`src/rtl/multiword_add_sequencer_if.sv`:
```
// Limb-stream, adder-drive and result-stream signals of the multi-word add/sub sequencer.
// The sequencer takes the slave side; the environment (stimulus, adder, sink) takes the master side.
interface multiword_add_sequencer_if;
   logic        In_Valid;
   logic        In_Ready;
   logic [31:0] A_Word;
   logic [31:0] B_Word;
   logic        In_Sub;
   logic        Flush;
   logic [31:0] Add_A;
   logic [31:0] Add_B;
   logic        Add_Cin;
   logic [31:0] Add_Sum;
   logic        Add_Cout;
   logic        Out_Valid;
   logic        Out_Ready;
   logic [31:0] Sum_Word;
   logic        Out_Last;
   logic        Carry_Out;
   logic        Overflow;

   modport slave (
      input  In_Valid, A_Word, B_Word, In_Sub, Flush, Add_Sum, Add_Cout, Out_Ready,
      output In_Ready, Add_A, Add_B, Add_Cin, Out_Valid, Sum_Word, Out_Last, Carry_Out, Overflow
   );

   modport master (
      output In_Valid, A_Word, B_Word, In_Sub, Flush, Add_Sum, Add_Cout, Out_Ready,
      input  In_Ready, Add_A, Add_B, Add_Cin, Out_Valid, Sum_Word, Out_Last, Carry_Out, Overflow
   );
endinterface

```
`src/rtl/multiword_add_sequencer.sv`:
```
// Multi-precision add/subtract sequencer: streams 32-bit limbs LS-first through an external
// combinational adder, chaining the carry across cycles and registering each sum limb.
module multiword_add_sequencer #(
   parameter int WORDS = 4
) (
   input  logic                        clk,
   input  logic                        rst_n,
   multiword_add_sequencer_if.slave    bus
);

   localparam int              CW       = (WORDS > 2) ? $clog2(WORDS) : 1;
   localparam logic [CW-1:0]   LAST_IDX = CW'(WORDS - 1);

   typedef enum logic {IDLE, BUSY} state_t;

   state_t        state_reg, state_next;
   logic [CW-1:0] count_reg, count_next;
   logic          carry_reg, carry_next;
   logic          op_sub_reg, op_sub_next;
   logic [31:0]   sum_reg, sum_next;
   logic          valid_reg, valid_next;
   logic          last_reg, last_next;
   logic          cout_reg, cout_next;
   logic          ovf_reg, ovf_next;

   logic          in_ready;
   logic          accept;
   logic          eff_sub;
   logic [31:0]   add_b;
   logic          is_last;

   // Flush blocks acceptance so a flushed limb never starts a new operation.
   assign in_ready = (!valid_reg || bus.Out_Ready) && !bus.Flush;
   assign accept   = bus.In_Valid && in_ready;
   assign is_last  = (count_reg == LAST_IDX);

   // First limb takes its mode straight from In_Sub so no carry leaks between operations.
   assign eff_sub  = (state_reg == IDLE) ? bus.In_Sub : op_sub_reg;
   assign add_b    = eff_sub ? ~bus.B_Word : bus.B_Word;

   assign bus.Add_A     = bus.A_Word;
   assign bus.Add_B     = add_b;
   assign bus.Add_Cin   = (state_reg == IDLE) ? bus.In_Sub : carry_reg;
   assign bus.In_Ready  = in_ready;
   assign bus.Out_Valid = valid_reg;
   assign bus.Sum_Word  = sum_reg;
   assign bus.Out_Last  = valid_reg && last_reg;
   assign bus.Carry_Out = valid_reg && last_reg && cout_reg;
   assign bus.Overflow  = valid_reg && last_reg && ovf_reg;

   always_ff @(posedge clk) begin
      if (!rst_n) begin
         state_reg  <= IDLE;
         count_reg  <= '0;
         carry_reg  <= 1'b0;
         op_sub_reg <= 1'b0;
         sum_reg    <= '0;
         valid_reg  <= 1'b0;
         last_reg   <= 1'b0;
         cout_reg   <= 1'b0;
         ovf_reg    <= 1'b0;
      end else begin
         state_reg  <= state_next;
         count_reg  <= count_next;
         carry_reg  <= carry_next;
         op_sub_reg <= op_sub_next;
         sum_reg    <= sum_next;
         valid_reg  <= valid_next;
         last_reg   <= last_next;
         cout_reg   <= cout_next;
         ovf_reg    <= ovf_next;
      end
   end

   always_comb begin
      state_next  = state_reg;
      count_next  = count_reg;
      carry_next  = carry_reg;
      op_sub_next = op_sub_reg;
      sum_next    = sum_reg;
      valid_next  = valid_reg;
      last_next   = last_reg;
      cout_next   = cout_reg;
      ovf_next    = ovf_reg;

      if (valid_reg && bus.Out_Ready) begin
         valid_next = 1'b0;
      end

      // A new accept overwrites the output register, including on a same-cycle drain.
      if (accept) begin
         sum_next   = bus.Add_Sum;
         valid_next = 1'b1;
         carry_next = bus.Add_Cout;
         last_next  = is_last;
         cout_next  = is_last && bus.Add_Cout;
         ovf_next   = is_last && (bus.A_Word[31] == add_b[31]) && (bus.Add_Sum[31] != bus.A_Word[31]);
         if (state_reg == IDLE) begin
            op_sub_next = bus.In_Sub;
         end
         if (is_last) begin
            state_next = IDLE;
            count_next = '0;
         end else begin
            state_next = BUSY;
            count_next = count_reg + 1'b1;
         end
      end

      // A registered limb from the flushed operation stays valid; it is already non-last.
      if (bus.Flush) begin
         state_next = IDLE;
         count_next = '0;
         carry_next = 1'b0;
      end
   end

endmodule

```
`src/flat_wrapper.sv`:
```
// flat-port wrapper written by rule: the top's interface ports become plain ports
module multiword_add_sequencer_flat 
#(
   parameter int WORDS = 4
)
  (clk, rst_n, bus_In_Valid, bus_A_Word, bus_B_Word, bus_In_Sub, bus_Flush, bus_Add_Sum, bus_Add_Cout, bus_Out_Ready, bus_In_Ready, bus_Add_A, bus_Add_B, bus_Add_Cin, bus_Out_Valid, bus_Sum_Word, bus_Out_Last, bus_Carry_Out, bus_Overflow);
  multiword_add_sequencer_if bus_i ();
  input  logic clk;
  input  logic rst_n;
  input wire logic [$bits(bus_i.In_Valid)-1:0] bus_In_Valid;
  input wire logic [$bits(bus_i.A_Word)-1:0] bus_A_Word;
  input wire logic [$bits(bus_i.B_Word)-1:0] bus_B_Word;
  input wire logic [$bits(bus_i.In_Sub)-1:0] bus_In_Sub;
  input wire logic [$bits(bus_i.Flush)-1:0] bus_Flush;
  input wire logic [$bits(bus_i.Add_Sum)-1:0] bus_Add_Sum;
  input wire logic [$bits(bus_i.Add_Cout)-1:0] bus_Add_Cout;
  input wire logic [$bits(bus_i.Out_Ready)-1:0] bus_Out_Ready;
  output wire logic [$bits(bus_i.In_Ready)-1:0] bus_In_Ready;
  output wire logic [$bits(bus_i.Add_A)-1:0] bus_Add_A;
  output wire logic [$bits(bus_i.Add_B)-1:0] bus_Add_B;
  output wire logic [$bits(bus_i.Add_Cin)-1:0] bus_Add_Cin;
  output wire logic [$bits(bus_i.Out_Valid)-1:0] bus_Out_Valid;
  output wire logic [$bits(bus_i.Sum_Word)-1:0] bus_Sum_Word;
  output wire logic [$bits(bus_i.Out_Last)-1:0] bus_Out_Last;
  output wire logic [$bits(bus_i.Carry_Out)-1:0] bus_Carry_Out;
  output wire logic [$bits(bus_i.Overflow)-1:0] bus_Overflow;
  assign bus_i.In_Valid = bus_In_Valid;
  assign bus_i.A_Word = bus_A_Word;
  assign bus_i.B_Word = bus_B_Word;
  assign bus_i.In_Sub = bus_In_Sub;
  assign bus_i.Flush = bus_Flush;
  assign bus_i.Add_Sum = bus_Add_Sum;
  assign bus_i.Add_Cout = bus_Add_Cout;
  assign bus_i.Out_Ready = bus_Out_Ready;
  assign bus_In_Ready = bus_i.In_Ready;
  assign bus_Add_A = bus_i.Add_A;
  assign bus_Add_B = bus_i.Add_B;
  assign bus_Add_Cin = bus_i.Add_Cin;
  assign bus_Out_Valid = bus_i.Out_Valid;
  assign bus_Sum_Word = bus_i.Sum_Word;
  assign bus_Out_Last = bus_i.Out_Last;
  assign bus_Carry_Out = bus_i.Carry_Out;
  assign bus_Overflow = bus_i.Overflow;
  multiword_add_sequencer #(.WORDS(WORDS)) u_core (.clk(clk), .rst_n(rst_n), .bus(bus_i));
endmodule
```
`config.mk`:
```
export PLATFORM = sky130hd
export DESIGN_NAME = multiword_add_sequencer_flat
export DESIGN_NICKNAME = d
export VERILOG_FILES = /design/src/rtl/multiword_add_sequencer_if.sv /design/src/rtl/multiword_add_sequencer.sv /design/src/flat_wrapper.sv
export SDC_FILE = /design/constraint.sdc
export NUM_CORES = 1
export LEC_CHECK = 0
export ABC_AREA = 0
export CAP_MARGIN = 20
export CORE_UTILIZATION = 24
export CTS_CLUSTER_DIAMETER = 120
export CTS_CLUSTER_SIZE = 8
export DETAILED_ROUTE_END_ITERATION = 6
export HOLD_SLACK_MARGIN = 0.15
export PLACE_DENSITY = 0.7
export SLEW_MARGIN = 15
export SYNTH_ARGS = -nofsm -noshare
export SYNTH_HDL_FRONTEND = slang
export SYNTH_SLANG_ARGS = --single-unit
```
`constraint.sdc`:
```
create_clock -name clk -period 2 [get_ports clk]
set_input_delay 0.5 -clock clk [delete_from_list [all_inputs] [get_ports clk]]
set_output_delay 0.5 -clock clk [all_outputs]
set_load 0.05 [all_outputs]
```
==> impl_metrics.ini <==
[timing]
whs_ns = 0.456
maxSlewViolCount = 0
worst_slew_pin_slew_ns = 0.523
setup-tns-final_ns = -1.99
rsz0062_at_grt = true
clock_skew_ns = 0.00320
worst_slack_ns = -0.0995
final_hold_viol_count = 0
max-slew-margin-rel = 0.650
setup_viol = 31
clock.fmax_ghz = 0.476
fin_crit_sh = 1.05
period_minus_slack_ns = 2.10

[synthesis]
synth-seq-area-share = 0.381
ys_seq_elements = 41
avgSynthCellArea_um2 = 8.42
yosysUniqueCellTypes = 24
yosys_warnings = 0
syn_nets = 360
syn-cell-area_um2 = 2150
synth_cells = 256

[global_routing]
grt_pass1_vias = 2080
track_usage = 0.140
grt_max_degree = 25
antenna_found_initial = 0
overflow = 0
grt_pass1_wl_mm = 10.6

[placement]
pre_cts_slack_ns = -0.344
postPlaceCellArea_um2 = 3910
gp_congestion = 0.716
dp.cells = 469
dpl.hpwl_mm = 5.03
portBuffers = 142

[routing]
vias_per_cell = 4.31
route.detailed.drc = 0
first_pass_iters = 5
wirelength_mm = 6.95
final_antenna_net_count = 0
vias = 2088
drt-initial-drc-count = 70
wl_per_cell_um = 14.4

[setup_path]
start_kind = input port
end_kind = output pin
worstSetupPathType = input port to output pin
cp_data_required_time_ns = 1.50
critical_path_arrival_ns = 1.60
path_max_fanout = 8

[power_and_ir_drop]
finalPower_mw = 2.80
p_leak_nw = 1.76
ir_drop_mv = 0.257
cellPowerDensity_nw_per_um2 = 616

[clock_network]
clk_pin_slew_ns = 0.08
cts_buffers = 5
clk_path_buf_depth = 2
cts_sinks = 41
postCtsHoldBufs = 0
cts_max_level = 2
cts-root-buf = clkbuf_8
clk_latency_ns = 0.28
cts_tree = yes

[layout]
layout.nets = 479
drive_above_1_share = 0.258
finalNonFillerCells = 484
syn_to_final_growth_pct = 111
n_fill_cell = 756
largest_reg_flops = 32
diodes = 0
final_area_um2 = 4540
final_core_util = 0.521

[outcome]
violations = setup timing
status = complete, but fails checks

[die]
die_h_um = 96.8
row_count = 34
core_area_um2 = 8720
die_w_um = 96.8
pin_count = 205
die_area_um2 = 9360
initial_utilization = 0.247

[min_path]
hold_class = flip-flop to flip-flop

[job]
maxCapViolations = 0
report_power, final:
group          switching (mW)  leakage, nW  internal, mW  total, mW
clock                   0.276       0.0450         0.242      0.518
combinational           0.702         1.38         0.709       1.41
sequential             0.0192        0.335         0.849      0.869
final timing paths:
kind	startpoint	to	slack [ns]	depth (start not counted)
worst max-delay path	bus_In_Sub	bus_Add_B[4]	-0.1	6
worst min-delay path	u_core.ovf_reg$_SDFFE_PN0P_	u_core.ovf_reg$_SDFFE_PN0P_	0.46	2
worst max register to register	u_core.state_reg$_SDFFE_PP0P_	u_core.ovf_reg$_SDFFE_PN0P_	0.49	7
worst min register to register	u_core.ovf_reg$_SDFFE_PN0P_	u_core.ovf_reg$_SDFFE_PN0P_	0.46	2
metal layers:
metal	part of all wire	up-vias	routed length [um]	track usage
li1	-	1020	-	-
met1	0.34	956	2380	0.143
met2	0.56	91	3860	0.262
met3	0.071	21	491	0.0419
met4	0.032	0	221	0.0586
met5	0	-	0	0
cells in the mapped netlist:
cell type / count / area, um2
nand2_1: 74 / 278
dfxtp_1: 41 / 821
buf_4: 35 / 263
a21boi_0: 34 / 255
xnor2_1: 31 / 272
buf_2: 7 / 35.0
clkbuf_1: 6 / 22.5
nor2b_1: 4 / 25.0
a21oi_1: 3 / 15.0
nand3_1: 3 / 15.0
and2_1: 2 / 12.5
and3_1: 2 / 12.5
nand2b_1: 2 / 12.5
nor2_1: 2 / 7.51
ha_1: 1 / 12.5
mux2_2: 1 / 11.3
mux2i_1: 1 / 10.0
mux2i_4: 1 / 22.5
nor3b_1: 1 / 7.51
o211a_1: 1 / 10.0
o21a_1: 1 / 7.51
o21ai_1: 1 / 5.00
or3_1: 1 / 6.26
xnor2_2: 1 / 16.3
worst max-delay path: stages:
cell and delay, ns:
clkdlybuf4s15_1 0.21, mux2i_4 0.20, buf_6 0.16, buf_16 0.15
xnor2_1 0.19, buf_12 0.18
timing repair:
action                                 in CTS  in global routing
resized for setup                          31                 25
setup buffers                               4                  0
pin swaps                                   1                  0
gates cloned                                2                  1
endpoints found under the hold margin       0                  0
setup endpoints to repair                  32                 33
logic make-up (layout without fill, tap and decap cells):
logic type | count (synthesis) | after routing | share of synthesized area
adder cells (fa/ha/maj) | 1 | 1 | 0.00581
XOR/XNOR | 32 | 32 | 0.134
AND/OR/NAND/NOR | 91 | 91 | 0.175
buffers and inverters | 48 | 168 | 0.149
multiplexers | 3 | 3 | 0.0203
AO/OA/AOI/OAI | 40 | 40 | 0.136
flip-flops | 41 | 41 | 0.381
layout by cell type, fill, tap and decap left out, drive strengths merged:
master	synthesis	layout
a21oi	3	3
ha	1	1
dfxtp	41	41
o211a	1	1
a21boi	34	34
nand2	74	74
and2	2	2
o21ai	1	1
nor3b	1	1
nand3	3	3
mux2i	2	2
and3	2	2
or3	1	1
buf	42	57
clkinv	0	2
nor2b	4	4
dlymetal6s2s	0	1
clkdlybuf4s50	0	100
clkbuf	6	7
nor2	2	2
o21a	1	1
nand2b	2	2
xnor2	32	32
clkdlybuf4s15	0	1
mux2	1	1
final cells by class:
class                      count  area (um2)  share of cell area
clock inverter                 2        10.0             0.00220
clock buffer                   6        72.6              0.0160
timing repair buffer         160        2060               0.454
multi-input combinational    167        1440               0.317
sequential                    41         825               0.182
tap                          108         135              0.0298
(Power assumes the default switching activity.)
